===== src/rtl/data_mem_pkg.sv =====
// Shared types and limits for the nRisc data memory bank.
// Holds the FSM state encoding and the legal range of the load latency parameter.
package data_mem_pkg;

   localparam int READ_LAT_MIN = 1;
   localparam int READ_LAT_MAX = 4;

   typedef logic [0:0] state_t;
   localparam state_t ST_CLEAR = 1'b0;
   localparam state_t ST_RUN   = 1'b1;

endpackage


===== src/rtl/data_mem_bank_read_pipe.sv =====
// Delay line for {valid, data} of the load path, STAGES registers deep.
// Only the valid bits are flushed; the data bits ride along unreset.
module read_pipe #(
   parameter int DATA_W = 8,
   parameter int STAGES = 1
) (
   input  logic              clock,
   input  logic              flush_n,
   input  logic [DATA_W:0]   din,
   output logic [DATA_W:0]   dout
);

   logic [DATA_W-1:0] data_q [STAGES];
   logic [STAGES-1:0] valid_q;

   always_ff @(posedge clock) begin
      data_q[0] <= din[DATA_W-1:0];
      for (int i = 1; i < STAGES; i++) begin
         data_q[i] <= data_q[i-1];
      end
   end

   always_ff @(posedge clock) begin
      if (!flush_n) begin
         valid_q <= '0;
      end else begin
         valid_q[0] <= din[DATA_W];
         for (int i = 1; i < STAGES; i++) begin
            valid_q[i] <= valid_q[i-1];
         end
      end
   end

   assign dout = {valid_q[STAGES-1], data_q[STAGES-1]};

endmodule


===== src/rtl/data_mem_bank.sv =====
// Parametrised data memory for the nRisc datapath: one load or store per cycle,
// pipelined loads of READ_LAT cycles, optional zeroing sweep after reset.
module data_mem_bank
   import data_mem_pkg::*;
#(
   parameter int DATA_W         = 8,
   parameter int ADDR_W         = 8,
   parameter int READ_LAT       = 1,
   parameter bit CLEAR_ON_RESET = 1'b1
) (
   input  logic              clock,
   input  logic              reset_n,
   input  logic              MemRead,
   input  logic              MemWrite,
   input  logic [ADDR_W-1:0] Addr,
   input  logic [DATA_W-1:0] WriteData,
   output logic              ReqReady,
   output logic [DATA_W-1:0] ReadData,
   output logic              ReadValid,
   output logic              Busy,
   output logic              Error
);

   localparam int DEPTH = 2 ** ADDR_W;
   localparam int CW    = ADDR_W + 1;
   localparam logic [ADDR_W:0] CLR_LAST = CW'(DEPTH - 1);

   if (READ_LAT < READ_LAT_MIN || READ_LAT > READ_LAT_MAX) begin : g_bad_read_lat
      $error("data_mem_bank: READ_LAT must be within 1..4");
   end

   logic [DATA_W-1:0] mem [DEPTH];
   state_t            state;
   logic [ADDR_W:0]   clr_cnt;
   logic              in_run;
   logic              acc_wr;
   logic              acc_rd;
   logic              collide;
   logic [DATA_W:0]   pipe_in;
   logic [DATA_W:0]   pipe_out;

   assign in_run   = (state == ST_RUN);
   assign ReqReady = in_run;
   assign Busy     = !in_run;

   // A collision keeps the store and drops the load; nothing is accepted on a reset edge.
   assign acc_wr  = in_run && reset_n && MemWrite;
   assign acc_rd  = in_run && reset_n && MemRead && !MemWrite;
   assign collide = in_run && reset_n && MemRead && MemWrite;

   always_ff @(posedge clock) begin
      if (!reset_n) begin
         state   <= CLEAR_ON_RESET ? ST_CLEAR : ST_RUN;
         clr_cnt <= '0;
      end else if (state == ST_CLEAR) begin
         clr_cnt <= clr_cnt + CW'(1);
         if (clr_cnt == CLR_LAST) begin
            state <= ST_RUN;
         end
      end
   end

   always_ff @(posedge clock) begin
      if (reset_n && state == ST_CLEAR) begin
         mem[clr_cnt[ADDR_W-1:0]] <= '0;
      end else if (acc_wr) begin
         mem[Addr] <= WriteData;
      end
   end

   // The output register is the last latency stage, so the pipe holds READ_LAT-1 stages.
   assign pipe_in = {acc_rd, mem[Addr]};

   if (READ_LAT > 1) begin : g_pipe
      read_pipe #(
         .DATA_W (DATA_W),
         .STAGES (READ_LAT - 1)
      ) u_read_pipe (
         .clock   (clock),
         .flush_n (reset_n),
         .din     (pipe_in),
         .dout    (pipe_out)
      );
   end else begin : g_no_pipe
      assign pipe_out = pipe_in;
   end

   always_ff @(posedge clock) begin
      if (!reset_n) begin
         ReadValid <= 1'b0;
         ReadData  <= '0;
         Error     <= 1'b0;
      end else begin
         ReadValid <= pipe_out[DATA_W];
         if (pipe_out[DATA_W]) begin
            ReadData <= pipe_out[DATA_W-1:0];
         end
         Error <= collide;
      end
   end

endmodule

===== config.mk =====
export PLATFORM = sky130hd
export DESIGN_NAME = data_mem_bank
export DESIGN_NICKNAME = d
export VERILOG_FILES = /design/src/rtl/data_mem_pkg.sv /design/src/rtl/data_mem_bank_read_pipe.sv /design/src/rtl/data_mem_bank.sv
export SDC_FILE = /design/constraint.sdc
export NUM_CORES = 2
export LEC_CHECK = 0
export BUFFER_PORTS_ARGS = -buffer_cell sky130_fd_sc_hd__buf_2
export CORE_ASPECT_RATIO = 1.4
export CORE_MARGIN = 2
export CORE_UTILIZATION = 40
export CTS_BUF_LIST = sky130_fd_sc_hd__clkbuf_8
export DETAILED_ROUTE_END_ITERATION = 10
export PLACE_DENSITY = 0.64
export SETUP_SLACK_MARGIN = 0.15
export SLEW_MARGIN = 30
export SYNTH_ARGS = -nofsm -noshare
export SYNTH_HDL_FRONTEND = slang
export SYNTH_SLANG_ARGS = --single-unit

===== constraint.sdc =====
create_clock -name clock -period 6.9 [get_ports clock]
set_clock_uncertainty 0.05 [all_clocks]
set_input_delay 0.345 -clock clock [delete_from_list [all_inputs] [get_ports clock]]
set_output_delay 0.345 -clock clock [all_outputs]
set_load 0.05 [all_outputs]

==> out/metrics.cfg <==
[floorplan]
die_x_um = 383.2
initial_core_util = 0.4032
dieArea_sq_um = 205000
die_h_um = 534.9
io_pins = 32
rows = 194
core-area_sq_um = 199800

[worst_hold_path]
worstHoldPathCells = 2
min-delay-start = WriteData[3]
hold-path-endpoint = mem[150][3]$_DFFE_PP_
hold_path.class = input pin to flip-flop

[sta]
min_period_ns = 4.418
drv_slew = 0
tightest_slew_ns = 1.202
finalCritPeriodShare = 0.6403
max_freq_ghz = 0.2264
setup_tns_ns = 0
relSlewSlack = 0.1990
hold_viol = 0
setup_viol = 0
rsz0062_at_grt = no

[synth]
synth-simple-area-share = 0.03088
postSynthAreaPerCell_sq_um = 20.79
synth_mux_area_frac = 0.1543
synthesis.nets = 3896
synth-seq-cells = 2068
synthArstFlopShare = 0
synth-edff-count = 2048
ys_dominant_reg_cell = edfxtp_1
synth_cell_types = 55
yosysWarnings = 0
synth_xor_area_frac = 0.0006525
syn-cell-area_sq_um = 80540
synth_compound_area_frac = 0.02781
yosysSeqAreaShare = 0.7686
synth_fa_ha_area_frac = 0.0003107
synth_top_family_by_area = multiplexers
syn_inst = 3874

[clock_tree]
cts_resized = 0
cts_setup_buffers = 0
cts_sinks = 2068
cts-root-buf = clkbuf_8
path_clk_slew_ns = 0.07
cts_tree = yes
clock_path_buffers = 4
cts_buffers = 284
h-tree-depth = 5
clk_latency_ns = 0.91

[setup_path]
r2r_end = mem[234][0]$_DFFE_PP_
crit_path_frequent_cell = nand3_1
arrival_ns = 4.85
required_ns = 7.33
crit_path_max_fanout = 16
critPathCaptureType = flip-flop
reg2reg_slack_ns = 2.48
cpPeakStageDelay_ns = 0.91
slowest_stage = nand3_1
crit_type = flip-flop to flip-flop
r2r-start = ReqReady$_SDFF_PN0_
cp_cell_sequence = nand3_1 -> o21ai_1 -> nand3_1 -> buf_4 -> nor2_1
r2r_cells = 5
start_kind = flip-flop

[layout]
syn_to_final_growth_pct = 10.81
final_area_sq_um = 89250
fin_nets = 4063
drive_gt1_frac = 0.2336
final_common_cell = edfxtp_1
mostFrequentLayoutCells = 2,048 x edfxtp_1, 453 x mux4_2, 296 x clkbuf_8

[routing]
via_per_inst = 5.788
ant_nets = 0
vias = 40009
wire_per_inst_um = 30.47
drt-total-wl_mm = 210.6
drcViolationCount = 0
drt_first_iter_violations = 4567
first_pass_iters = 7

[global_routing]
grt_usage = 0.2035
grt_max_degree = 189
overflow = 0
grt_pass1_wl_mm = 299.6
antenna_found_initial = 6
first_global_vias = 40609

[run]
maxCapViolCount = 0

[power]
max-vdd-ir-drop_v = 0.0001562
power_density_nw_per_um2 = 263.3
power_leakage_nw = 24.52
fin_total_pwr_mw = 23.50

[placement]
postPlaceCellArea_sq_um = 83670
hpwl_mm = 129.8
place_congestion = 0.9085
io_buffers = 31

[run_status]
status = completed

==> flip-flops by register name, summed over array words and instances, names as in the netlist <==
name and flops:
Error 1, ReadData 8, ReadValid 1, ReqReady 1, clr_cnt 9, mem 2048
==> final cells by class <==
type,instances,area (sq um)
Fill cell,16694,110500
Timing Repair Buffer,116,1174
Multi-Input combinational cell,1567,17420
Tap cell,2646,3311
Clock buffer,296,4074
Clock inverter,208,1339
Inverter,4,15.01
Sequential cell,2068,61900
Antenna cell,7,17.52
==> timing repair <==
item,in CTS,in global routing
hold endpoints to repair,67,17
endpoints found under the setup margin,0,0
hold buffers,6,1
==> kinds of logic after synthesis <==
kind of cell,Yosys count
AOI/OAI and AO/OA,320
xor gates and xnor gates,6
adders and majority gates,2
buffers and inverters,239
DFF,2068
muxes,674
and+or+nand+nor,565
==> how the worst max path moves through the flow <==
stage | from | end | slack [ns]
2_1_floorplan | ReqReady$_SDFF_PN0_ | mem[0][0]$_DFFE_PP_ | 1.35
3_3_place_gp | ReqReady$_SDFF_PN0_ | mem[121][6]$_DFFE_PP_ | 1.84
3_5_place_dp | ReqReady$_SDFF_PN0_ | mem[234][5]$_DFFE_PP_ | 2.63
4_1_cts | ReqReady$_SDFF_PN0_ | mem[234][0]$_DFFE_PP_ | 2.60
5_1_grt | ReqReady$_SDFF_PN0_ | mem[234][0]$_DFFE_PP_ | 2.35
6_report | ReqReady$_SDFF_PN0_ | mem[234][0]$_DFFE_PP_ | 2.48
==> through the flow <==
stage | hold slack, ns | setup slack, ns | cells | util
3_3_place_gp | 0.4631 | 1.841 | 6386 | 0.4177
3_5_place_dp | 0.4496 | 2.635 | 6392 | 0.4188
4_1_cts | 0.01229 | 2.605 | 6902 | 0.4462
5_1_grt | 0.05888 | 2.352 | 6908 | 0.4467
2_1_floorplan | 0.4167 | 1.351 | 3874 | -
6_report | 0.04094 | 2.482 | 6912 | 0.4468
==> cell usage after synthesis (16+ instances only) <==
cell	instances	area share
edfxtp_1	2048	0.76
mux4_2	453	0.13
nor2_1	289	0.013
mux2i_1	210	0.026
clkbuf_1	98	0.0046
nand2_1	90	0.0042
nand3_1	63	0.0039
o22ai_1	59	0.0046
buf_2	55	0.0034
a22oi_1	53	0.0049
nor3_1	38	0.0024
o21ai_0	35	0.0022
o221ai_1	32	0.0035
a21oi_1	31	0.0019
buf_4	28	0.0026
buf_6	27	0.0038
a211oi_1	26	0.0024
and2_1	21	0.0016
dfxtp_1	20	0.0050
buf_1	16	0.00075
==> report_power, final <==
part	switching (mW)	internal, mW
Sequential	0.00556	13.6
Clock	4.55	4.61
Combinational	0.476	0.257
==> metal layers <==
layer  wire [um]  track usage  up-vias
met1       76130       0.2512    21088
met3       16290      0.03253      422
met5           0            0        -
li1            -            -    16463
met2      107900       0.3500     2036
met4       10280      0.09558        0
==> worst max-delay path: cells and delay by family, from the launching register on <==
kind / cells / cell delay [ns]
compound gates: 1 / 0.63
flops: 1 / 0.61
simple gates: 3 / 2.12
buf+inv: 1 / 0.56
Power figures use the tool's default switching activity.
